[src/rtl/animator_if.sv]
// Keyframe-store / frame-buffer bus of the animator: drq handshake, RAM read port,
// result write port and status pulses.
interface animator_if #(
   parameter int unsigned c_addr_w = 10,
   parameter int unsigned c_bpc    = 12,
   parameter int unsigned c_time_w = 9
);
   logic                i_drq;
   logic [1:0]          i_mode;
   logic [c_time_w-1:0] i_target_time;
   logic [c_bpc-1:0]    i_current_data;
   logic [c_bpc-1:0]    i_target_data;
   logic [c_addr_w-1:0] o_raddr;
   logic                o_wen;
   logic [c_addr_w-1:0] o_waddr;
   logic [c_bpc-1:0]    o_wdata;
   logic [c_time_w-1:0] o_time;
   logic                o_busy;
   logic                o_kf_req;
   logic                o_overrun;

   modport master (
      input  i_drq, i_mode, i_target_time, i_current_data, i_target_data,
      output o_raddr, o_wen, o_waddr, o_wdata, o_time, o_busy, o_kf_req, o_overrun
   );

   modport slave (
      output i_drq, i_mode, i_target_time, i_current_data, i_target_data,
      input  o_raddr, o_wen, o_waddr, o_wdata, o_time, o_busy, o_kf_req, o_overrun
   );
endinterface

[src/rtl/animator_seq.sv]
// Keyframe animator: per frame request, advances time and interpolates every channel
// from current toward target with a fixed-latency restoring divider.
module animator_seq #(
   parameter int unsigned c_ledboards = 30,
   parameter int unsigned c_channels  = c_ledboards * 32,
   parameter int unsigned c_addr_w    = $clog2(c_channels),
   parameter int unsigned c_bpc       = 12,
   parameter int unsigned c_max_time  = 480,
   parameter int unsigned c_time_w    = $clog2(c_max_time)
) (
   input  logic i_clk,
   input  logic i_rst,
   animator_if.master bus
);

   localparam int unsigned RemW = c_time_w + 1;
   localparam int unsigned PrW  = RemW + 1;
   localparam int unsigned CntW = $clog2(c_bpc + 1);

   typedef enum logic [2:0] {StIdle, StRead, StLoad, StDiv, StWrite, StEnd} state_e;

   state_e              state_q, state_d;
   logic [c_time_w-1:0] time_q, time_d;
   logic [c_addr_w-1:0] addr_q, addr_d;
   logic [c_bpc-1:0]    cur_q, cur_d;
   logic [c_bpc-1:0]    tgt_q, tgt_d;
   logic [1:0]          mode_q, mode_d;
   logic                neg_q, neg_d;
   logic [RemW-1:0]     rem_q, rem_d;
   logic [c_bpc-1:0]    dvd_q, dvd_d;
   logic [RemW-1:0]     pr_q, pr_d;
   logic [c_bpc-1:0]    quo_q, quo_d;
   logic [CntW-1:0]     cnt_q, cnt_d;
   logic                wen_q, wen_d;
   logic [c_bpc-1:0]    wdata_q, wdata_d;
   logic                busy_q, busy_d;
   logic                kf_q, kf_d;
   logic                ovr_q, ovr_d;

   logic [RemW-1:0]  rem_calc;
   logic [c_bpc:0]   diff;
   logic [c_bpc:0]   mag;
   logic [PrW-1:0]   pr_shift;
   logic             quo_bit;
   logic [PrW-1:0]   pr_next;
   logic [c_bpc-1:0] quo_next;
   logic [c_bpc-1:0] result;

   // Remaining frames to the keyframe, wrapping through the end of the time period.
   always_comb begin
      if (RemW'(bus.i_target_time) >= RemW'(time_q)) begin
         rem_calc = RemW'(bus.i_target_time) - RemW'(time_q);
      end else begin
         rem_calc = RemW'(c_max_time) - RemW'(time_q) + RemW'(bus.i_target_time);
      end
      diff = {1'b0, bus.i_target_data} - {1'b0, bus.i_current_data};
      mag  = diff[c_bpc] ? (~diff + 1'b1) : diff;
   end

   always_comb begin
      pr_shift = {pr_q, dvd_q[c_bpc-1]};
      quo_bit  = (pr_shift >= {1'b0, rem_q});
      pr_next  = quo_bit ? (pr_shift - {1'b0, rem_q}) : pr_shift;
      quo_next = {quo_q[c_bpc-2:0], quo_bit};
      unique case (mode_q)
         2'd0: begin
            if (rem_q == '0) begin
               result = tgt_q;
            end else begin
               result = neg_q ? (cur_q - quo_next) : (cur_q + quo_next);
            end
         end
         2'd1:    result = (rem_q == '0) ? tgt_q : cur_q;
         2'd2:    result = tgt_q;
         default: result = cur_q;
      endcase
   end

   always_comb begin
      state_d = state_q;
      time_d  = time_q;
      addr_d  = addr_q;
      cur_d   = cur_q;
      tgt_d   = tgt_q;
      mode_d  = mode_q;
      neg_d   = neg_q;
      rem_d   = rem_q;
      dvd_d   = dvd_q;
      pr_d    = pr_q;
      quo_d   = quo_q;
      cnt_d   = cnt_q;
      wen_d   = 1'b0;
      wdata_d = wdata_q;
      busy_d  = busy_q;
      kf_d    = 1'b0;
      ovr_d   = bus.i_drq && (state_q != StIdle);

      unique case (state_q)
         StIdle: begin
            if (bus.i_drq) begin
               time_d  = (time_q == c_time_w'(c_max_time - 1)) ? '0 : time_q + 1'b1;
               addr_d  = '0;
               busy_d  = 1'b1;
               state_d = StRead;
            end
         end
         StRead: state_d = StLoad;
         StLoad: begin
            cur_d   = bus.i_current_data;
            tgt_d   = bus.i_target_data;
            mode_d  = bus.i_mode;
            neg_d   = diff[c_bpc];
            rem_d   = rem_calc;
            dvd_d   = mag[c_bpc-1:0];
            pr_d    = '0;
            quo_d   = '0;
            cnt_d   = '0;
            state_d = StDiv;
         end
         StDiv: begin
            pr_d  = pr_next[RemW-1:0];
            quo_d = quo_next;
            dvd_d = {dvd_q[c_bpc-2:0], 1'b0};
            cnt_d = cnt_q + 1'b1;
            if (cnt_q == CntW'(c_bpc - 1)) begin
               wen_d   = 1'b1;
               wdata_d = result;
               state_d = StWrite;
            end
         end
         StWrite: begin
            if (addr_q == c_addr_w'(c_channels - 1)) begin
               kf_d    = (rem_q == '0);
               state_d = StEnd;
            end else begin
               addr_d  = addr_q + 1'b1;
               state_d = StRead;
            end
         end
         StEnd: begin
            busy_d  = 1'b0;
            state_d = StIdle;
         end
         default: state_d = StIdle;
      endcase
   end

   always_ff @(posedge i_clk) begin
      if (i_rst) begin
         state_q <= StIdle;
         time_q  <= '0;
         addr_q  <= '0;
         cur_q   <= '0;
         tgt_q   <= '0;
         mode_q  <= '0;
         neg_q   <= 1'b0;
         rem_q   <= '0;
         dvd_q   <= '0;
         pr_q    <= '0;
         quo_q   <= '0;
         cnt_q   <= '0;
         wen_q   <= 1'b0;
         wdata_q <= '0;
         busy_q  <= 1'b0;
         kf_q    <= 1'b0;
         ovr_q   <= 1'b0;
      end else begin
         state_q <= state_d;
         time_q  <= time_d;
         addr_q  <= addr_d;
         cur_q   <= cur_d;
         tgt_q   <= tgt_d;
         mode_q  <= mode_d;
         neg_q   <= neg_d;
         rem_q   <= rem_d;
         dvd_q   <= dvd_d;
         pr_q    <= pr_d;
         quo_q   <= quo_d;
         cnt_q   <= cnt_d;
         wen_q   <= wen_d;
         wdata_q <= wdata_d;
         busy_q  <= busy_d;
         kf_q    <= kf_d;
         ovr_q   <= ovr_d;
      end
   end

   assign bus.o_raddr   = addr_q;
   assign bus.o_waddr   = addr_q;
   assign bus.o_wen     = wen_q;
   assign bus.o_wdata   = wdata_q;
   assign bus.o_time    = time_q;
   assign bus.o_busy    = busy_q;
   assign bus.o_kf_req  = kf_q;
   assign bus.o_overrun = ovr_q;

endmodule

[src/flat_wrapper.sv]
// flat-port wrapper written by rule: the top's interface ports become plain ports
module animator_seq_flat 
#(
   parameter int unsigned c_ledboards = 30,
   parameter int unsigned c_channels  = c_ledboards * 32,
   parameter int unsigned c_addr_w    = $clog2(c_channels),
   parameter int unsigned c_bpc       = 12,
   parameter int unsigned c_max_time  = 480,
   parameter int unsigned c_time_w    = $clog2(c_max_time)
)
  (i_clk, i_rst, bus_i_drq, bus_i_mode, bus_i_target_time, bus_i_current_data, bus_i_target_data, bus_o_raddr, bus_o_wen, bus_o_waddr, bus_o_wdata, bus_o_time, bus_o_busy, bus_o_kf_req, bus_o_overrun);
  animator_if #(.c_addr_w(c_addr_w), .c_bpc(c_bpc), .c_time_w(c_time_w)) bus_i ();
  input  logic i_clk;
  input  logic i_rst;
  input wire logic [$bits(bus_i.i_drq)-1:0] bus_i_drq;
  input wire logic [$bits(bus_i.i_mode)-1:0] bus_i_mode;
  input wire logic [$bits(bus_i.i_target_time)-1:0] bus_i_target_time;
  input wire logic [$bits(bus_i.i_current_data)-1:0] bus_i_current_data;
  input wire logic [$bits(bus_i.i_target_data)-1:0] bus_i_target_data;
  output wire logic [$bits(bus_i.o_raddr)-1:0] bus_o_raddr;
  output wire logic [$bits(bus_i.o_wen)-1:0] bus_o_wen;
  output wire logic [$bits(bus_i.o_waddr)-1:0] bus_o_waddr;
  output wire logic [$bits(bus_i.o_wdata)-1:0] bus_o_wdata;
  output wire logic [$bits(bus_i.o_time)-1:0] bus_o_time;
  output wire logic [$bits(bus_i.o_busy)-1:0] bus_o_busy;
  output wire logic [$bits(bus_i.o_kf_req)-1:0] bus_o_kf_req;
  output wire logic [$bits(bus_i.o_overrun)-1:0] bus_o_overrun;
  assign bus_i.i_drq = bus_i_drq;
  assign bus_i.i_mode = bus_i_mode;
  assign bus_i.i_target_time = bus_i_target_time;
  assign bus_i.i_current_data = bus_i_current_data;
  assign bus_i.i_target_data = bus_i_target_data;
  assign bus_o_raddr = bus_i.o_raddr;
  assign bus_o_wen = bus_i.o_wen;
  assign bus_o_waddr = bus_i.o_waddr;
  assign bus_o_wdata = bus_i.o_wdata;
  assign bus_o_time = bus_i.o_time;
  assign bus_o_busy = bus_i.o_busy;
  assign bus_o_kf_req = bus_i.o_kf_req;
  assign bus_o_overrun = bus_i.o_overrun;
  animator_seq #(.c_ledboards(c_ledboards), .c_channels(c_channels), .c_addr_w(c_addr_w), .c_bpc(c_bpc), .c_max_time(c_max_time), .c_time_w(c_time_w)) u_core (.i_clk(i_clk), .i_rst(i_rst), .bus(bus_i));
endmodule
[config.mk]
export PLATFORM = sky130hd
export DESIGN_NAME = animator_seq_flat
export DESIGN_NICKNAME = d
export VERILOG_FILES = /design/src/rtl/animator_if.sv /design/src/rtl/animator_seq.sv /design/src/flat_wrapper.sv
export SDC_FILE = /design/constraint.sdc
export NUM_CORES = 1
export LEC_CHECK = 0
export ABC_AREA = 1
export CORE_UTILIZATION = 50
export CTS_CLUSTER_SIZE = 28
export DETAILED_ROUTE_END_ITERATION = 16
export HOLD_SLACK_MARGIN = 0.15
export PLACE_DENSITY = 0.72
export REMOVE_ABC_BUFFERS = 1
export SLEW_MARGIN = 20
export SYNTH_ARGS = -nofsm -noshare
export SYNTH_HDL_FRONTEND = slang
export SYNTH_SLANG_ARGS = --single-unit
[constraint.sdc]
create_clock -name i_clk -period 5.6 [get_ports i_clk]
set_input_delay 1.68 -clock i_clk [delete_from_list [all_inputs] [get_ports i_clk]]
set_output_delay 1.68 -clock i_clk [all_outputs]
set_load 0.02 [all_outputs]
# After elaboration in Yosys (flattened, before gate mapping)
# Index checks and enable logic that the tools add are counted.
[classes] magnitude_cmp=2 n_addsub=11 n_bitwise=4 muxes=22 eq_ne=13 n_reduce_logical=15
[ops] op="2-to-1 mux 12 bit" count=4
[ops] op="2-to-1 mux 10 bit" count=4
[ops] op="one-hot mux 10 bit (2 select lines)" count=2
[ops] op="one-hot mux 12 bit (3 select lines)" count=1
[ops] op="one-hot mux 12 bit (2 select lines)" count=1
[ops] op="one-hot mux 11 bit (2 select lines)" count=1
[ops] op="one-hot mux 3 bit (5 select lines)" count=1
[ops] op="subtractor 12 x 12 -> 13 bit" count=1
[ops] op="adder 12 x 1 -> 12 bit, second input constant" count=1
[ops] op="adder 12 bit" count=1
[ops] op="inverter 12 bit" count=1
[ops] op="subtractor 12 bit" count=1
[ops] op=">= comparator 11 x 10 -> 1 bit" count=1
[ops] op="adder 10 x 1 -> 10 bit, second input constant" count=1
[ops] op="adder 10 x 9 -> 10 bit" count=1
[ops] op="== test 10 bit, second input constant" count=1
[ops] op="zero test 10 bit" count=1
[ops] op="subtractor 10 bit" count=1
[ops] op="subtractor 9 x 9 -> 10 bit" count=1
[ops] op="subtractor 9 x 9 -> 10 bit, first input constant" count=1
[ops] op="adder 9 x 1 -> 9 bit, second input constant" count=1
[ops] op="== test 9 bit, second input constant" count=1
[ops] op=">= comparator 9 bit" count=1
[ops] op="2-to-1 mux 3 bit" count=3
[ops] op="23 further kinds" count=34
[word_totals] regBits=112 inputBits=38 wordCells=84 out_inout_bits=45

# Longest topological paths before layout
[logic_depth] ltp_word=5 ltp_mapped=31 mapped_depth_nobuf=30

# Worst setup path after synthesis
# No wires, ideal clock.
[synth_timing] path_type="reg-to-reg" from="register u_core.rem_q[4]" to="register u_core.wdata_q[11], in the netlist u_core.bus.o_wdata[11]" required_ns=5.530 setup_ns=0.070 n_path_buf=1 arrival_ns=3.795 path_stages_with_launch=31 slack_ns=1.735 synth_period_minus_slack_ns=3.865 cell_sequence="dfxtp_1 inv_1 ha_1 nand2_1 nand2_1 a21oi_1 nand2_1 nand2_1 nand2_1 clkbuf_1 inv_1 ha_1 inv_1 o41ai_1 nand2_1 xor2_1 inv_1 ha_1 inv_1 nor3_1 inv_1 or2_2 nand3_1 inv_1 nand3_1 nand3_1 nand2_1 nand2_1 nand2_1 nand2_1 a21oi_1"
[synth_between] elab_chain_len=5 word_cells_on_any_way=8 cone_classes="add/sub (2); order compare (1); mux (4); reduce/logical (1)"
[synth_lines] element="start: declaration" line="animator_seq.sv:29" rtl="logic [RemW-1:0] rem_q, rem_d;"
[synth_lines] element="start signal: assignment" line="animator_seq.sv:175" rtl="rem_q <= rem_d;"
[synth_lines] element=">= comparator 11 x 10 -> 1 bit" line="animator_seq.sv:62" rtl="quo_bit = (pr_shift >= {1'b0, rem_q});"
[synth_lines] element="adder 12 bit / subtractor 12 bit (equally long branches)" line="animator_seq.sv:70" rtl="result = neg_q ? (cur_q - quo_next) : (cur_q + quo_next);"
[synth_lines] element="2-to-1 mux 12 bit" line="animator_seq.sv:70"
[synth_lines] element="2-to-1 mux 12 bit" line="animator_seq.sv:67" rtl="if (rem_q == '0) begin"
[synth_lines] element="one-hot mux 12 bit (3 select lines) *" line="animator_seq.sv:65" rtl="unique case (mode_q)"
[synth_lines] element="end signal: assignment" line="animator_seq.sv:181" rtl="wdata_q <= wdata_d;"
[synth_lines] element="end: declaration" line="animator_seq.sv:35" rtl="logic [c_bpc-1:0] wdata_q, wdata_d;"
# Mark *: on every way between the ends. The rest lies on a longest branch, timed or not.
# A chain may end at the register's enable or synchronous reset.

# Worst setup path after layout
# Ends and elaborated chain as after synthesis.

==> metrics.sh <==
GLOBAL_ROUTE_WIRE_LENGTH_BEFORE_REPAIR_MM=32.3
CTS.HTREE.LEVELS=3
CRIT_TYPE='flop to flop'
POST-ROUTE-MIN-PERIOD_NS=4.21
ASYNC_RESET_FF_SHARE_PCT=0
NET-SWITCHING-POWER_uW=1600
STARTING_UTILIZATION_OF_THE_CORE_AREA_PCT=52.1
PORTBUFFERS=82
CLOCK.FMAX_MHz=238
WORSTSETUPENDPOINTTYPE='flop'
P_CLK_SHARE_PCT=17.3
OUTCOME='completed'
R2R_WORST_PATH_DEPTH=29
WORSTPATHREQUIRED_NS=5.90
CORE-AREA_UM2=14800
POST_CTS_RESIZED=0
NETLIST_AREA_UM2=7680
HOLDCRITSTARTPOINT='u_core.cnt_q[3]$_SDFFE_PP0P_'
VDD_IR_DROP_MAX_mV=0.212
SYNTH.TOP_CELLS.BY_AREA='sky130_fd_sc_hd__dfxtp_1, sky130_fd_sc_hd__nand2_1, sky130_fd_sc_hd__ha_1, sky130_fd_sc_hd__inv_1, sky130_fd_sc_hd__a21oi_1'
SLOWEST_DELAY_NS=0.49
CRITICAL_PATH.SLOWEST_CELL='sky130_fd_sc_hd__o41ai_1'
CLOCK-SINKS=112
MULTIINPUTGATEAREA_UM2=4570
FINALWEIGHTEDCONGESTION=0.903
MAX_SLEW.WORST_PIN.SLEW_NS=1.01
WORST_HOLD_PATH_TYPE='flop to flop'
PWR_DENSITY_CELL_nW_PER_UM2=395
GLOBAL_ROUTE.OVERFLOW_TOTAL=0
SWSHARE_PCT=45.9
TIMING.CRITICAL_PATH.FROM='u_core.rem_q[4]$_SDFFE_PP0P_'
CLK_ROOT_BUFFER_CELL='sky130_fd_sc_hd__clkbuf_16'
SETUP_VIOL_COUNT_FINAL=0
Y_DIMENSION_OF_THE_DIE_UM=126
SEQ_AREA_FRAC_SYNTH_PCT=29.2
WL_MET2_MM=9.08
NUM_ANTENNA_CELLS=0
YOSYSWARNINGCOUNT=0
CRITPATHARRIVALTIME_NS=4.51
YOSYSTOPAREACELL='sky130_fd_sc_hd__dfxtp_1'
TIMING.CLOCK.SKEW_NS=0.00753
LAYOUT.AREA.SEQ_UM2=2240
AREA_SHARE_OF_THE_LEADING_CELL_TYPE_IN_THE_SYNTHESIZED_NETLIST_PCT=29.2
DIEWIDTH_UM=126
DIE-AREA_UM2=15900
CLK_LATENCY_NS=0.37
NUMPLACEDINSTANCES=1341
SETUP.REG_TO_REG.WORST_SLACK_NS=1.39
POSTSYNTHCELLCOUNT=1105
SYNTH_CELL_TYPE_COUNT=54
R2R_START='u_core.rem_q[4]$_SDFFE_PP0P_'
FLOW.AREA_GROWTH_FROM_SYNTHESIS_PCT=15.1
FIN_NETS=1274
TIMING.CRITICAL_PATH.FROM_TYPE='flop'
RSZ0062_AT_GRT='false'
GRT_MAX_DEGREE=46
HPWL_MM=15.3
CLK_TRANSITION_REPORTED_PATHS_NS=0.07
CTS_MADE_BUFFERS=9
VIAS_PER_CELL=5.40
SYNTH_ENABLE_FLOP_CELLS=0
CRIT-REG2REG-CAPTURE='u_core.bus.o_wdata[11]$_SDFFE_PP0P_'
SEQPWRFRAC_PCT=26.4
MAX_SLEW_MARGIN_PCT=32.3
SYNTHESIS.AREA_PER_INSTANCE_UM2=6.95
DR.PASS1.ITERS=7
WORST_PATH_MOST_REPEATED_CELL='sky130_fd_sc_hd__nand2_1'
ANTENNA_FOUND_INITIAL=0
DR_DRC_COUNT=0
MAXCAPVIOLATIONS=0
WORST_HOLD_PATH.NUM_CELLS=1
CTS_POST_SETUP_BUFFERS_INSERTED=0
IOS=83
ROUTE.ANTENNA.REMAINING_NETS=0
PWR-SHARE-COMB_PCT=56.2
CTS_TREE='built'
CTSHOLDBUFFERS=0
MAX-CLOCK-PATH-BUFFERS=2
TNS_NS=0
DRIVE_ABOVE_1_SHARE_PCT=5.38
PLACEMENTROWS=44
TOTAL_NUMBER_OF_VIAS=7321
DRT_WL_TOTAL_MM=19.9
POWER_REPORT.INTERNAL_TOTAL_uW=1890
SYNTH_FF_TYPE='sky130_fd_sc_hd__dfxtp_1'
POST_LAYOUT_NONFILLER_INSTANCES=1356
CRITICAL_PATH.MAX_FANOUT=6
SLEW_VIOLATIONS=0
CRIT_PATH_END='u_core.bus.o_wdata[11]$_SDFFE_PP0P_'
TIMING_HOLD_VIOLATIONS_FINAL=0
P_LEAK_uW=0.00385
N_FILL_CELL=1410
UPPERMOST_ROUTED_LAYER='met4'
POSTSYNTHREGISTERBITS=112
DRT_ITER0_DRC=475
TRACK_USAGE_PCT=25.2
MET1WIRELENGTH_MM=9.43
ROUTE.MET3.WL_MM=1.21
GRT_PASS1_VIAS=6604
WL_PER_CELL_UM=14.7
POST-ROUTE-PERIOD-UTIL_PCT=75.1
-- state kept, by name (all words and copies together), names as in the netlist, 4 cells and up --
| register | cells |
|---|---|
| u_core.bus.o_raddr | 10 |
| u_core.bus.o_time | 9 |
| u_core.bus.o_wdata | 12 |
| u_core.tgt_q | 12 |
| u_core.cur_q | 12 |
| u_core.quo_q | 11 |
| u_core.cnt_q | 4 |
| u_core.dvd_q | 12 |
| u_core.pr_q | 10 |
| u_core.rem_q | 10 |
-- stage by stage --
step	power, uW	area, um2	hold slack [ns]	utilization (%)	worst slack [ns]
3_3_place_gp	2870	8580	0.449	58.2	1.33
5_1_grt	3810	8840	0.489	59.9	0.941
3_5_place_dp	2890	8580	0.453	58.2	1.30
6_report	3490	8840	0.462	59.9	1.39
4_1_cts	3500	8840	0.463	59.9	1.39
2_1_floorplan	2400	7480	0.426	-	1.65
-- critical path: cells and delay by family, from the launching register on --
family	cells	cell delay, ns
compound gates	3	0.74
fa+ha+maj	3	0.84
simple gates	15	1.65
buf+inv	7	0.41
xor+xnor	1	0.18
flops	1	0.33
-- cells in the final DEF, fill, tap and decap left out, types with 13 or more instances in the layout --
cell type                         Yosys  routed
sky130_fd_sc_hd__nand2_1            230     230
sky130_fd_sc_hd__inv_1              172     172
sky130_fd_sc_hd__dfxtp_1            112     112
sky130_fd_sc_hd__a21oi_1            103     103
sky130_fd_sc_hd__clkdlybuf4s50_1      0      81
sky130_fd_sc_hd__o21ai_0             75      75
sky130_fd_sc_hd__nor2_1              71      71
sky130_fd_sc_hd__ha_1                59      59
sky130_fd_sc_hd__nand3_1             43      43
sky130_fd_sc_hd__xor2_1              27      27
sky130_fd_sc_hd__o22ai_1             18      18
sky130_fd_sc_hd__a31oi_1             15      15
sky130_fd_sc_hd__nor3_1              15      14
sky130_fd_sc_hd__nand4_1             13      13
-- power by group through the flow --
stage | clock network, uW | registers, uW | logic [uW]
floorplan | 0 | 932 | 1470
global placement | 0 | 938 | 1930
detailed placement | 0 | 940 | 1950
CTS | 617 | 922 | 1960
global route | 646 | 932 | 2230
finish | 605 | 923 | 1960
-- layer usage --
layer / vias up / GRT usage, %
met1: 3360 / 34.2
met5: - / 0
met2: 195 / 41.3
met3: 16 / 5.61
met4: 0 / 4.75
li1: 3750 / -
-- logic make-up after synthesis --
logic type / share of synthesized area, %
compound gates: 19.5
xor+xnor: 4.88
fa+ha+maj: 12.0
flops: 29.2
buf+inv: 11.5
simple gates: 23.0
-- cell usage after synthesis (3+ instances only) --
library cell and n:
sky130_fd_sc_hd__or2_2 6, sky130_fd_sc_hd__a21o_1 4, sky130_fd_sc_hd__inv_1 172, sky130_fd_sc_hd__nand3_1 43, sky130_fd_sc_hd__ha_1 59, sky130_fd_sc_hd__nand3_2 6, sky130_fd_sc_hd__clkbuf_1 19, sky130_fd_sc_hd__a211oi_1 5
sky130_fd_sc_hd__xor2_1 27, sky130_fd_sc_hd__nor3_1 15, sky130_fd_sc_hd__o22ai_1 18, sky130_fd_sc_hd__a22oi_1 3, sky130_fd_sc_hd__o211ai_1 8, sky130_fd_sc_hd__dfxtp_1 112, sky130_fd_sc_hd__inv_2 6, sky130_fd_sc_hd__nand3b_1 3
sky130_fd_sc_hd__nand2_1 230, sky130_fd_sc_hd__o21a_1 3, sky130_fd_sc_hd__nor2_1 71, sky130_fd_sc_hd__a221oi_1 3, sky130_fd_sc_hd__o21ai_0 75, sky130_fd_sc_hd__nor2_2 5, sky130_fd_sc_hd__xnor2_1 9, sky130_fd_sc_hd__a22o_1 6
sky130_fd_sc_hd__a21oi_1 103, sky130_fd_sc_hd__nand2_2 6, sky130_fd_sc_hd__o31ai_1 4, sky130_fd_sc_hd__buf_2 3, sky130_fd_sc_hd__o21bai_1 4, sky130_fd_sc_hd__a31oi_1 15, sky130_fd_sc_hd__buf_4 11, sky130_fd_sc_hd__nand4_1 13
sky130_fd_sc_hd__fa_1 9
-- worst min-delay path by stage --
stage                              endpoint  slack, ns
3_3_place_gp   u_core.cnt_q[3]$_SDFFE_PP0P_       0.45
2_1_floorplan  u_core.cnt_q[3]$_SDFFE_PP0P_       0.43
3_5_place_dp   u_core.cnt_q[3]$_SDFFE_PP0P_       0.45
5_1_grt        u_core.cnt_q[3]$_SDFFE_PP0P_       0.49
6_report       u_core.cnt_q[3]$_SDFFE_PP0P_       0.46
4_1_cts        u_core.cnt_q[3]$_SDFFE_PP0P_       0.46
-- final cells by class --
type,count,area share (%)
clock buffer,10,2.59
clock inverter,5,0.396
inverter,181,7.71
multi-input combinational,776,51.6
sequential,112,25.4
tap,184,2.60
timing repair buffer,88,9.73
Note: power is estimated with default switching activity, not from simulation.
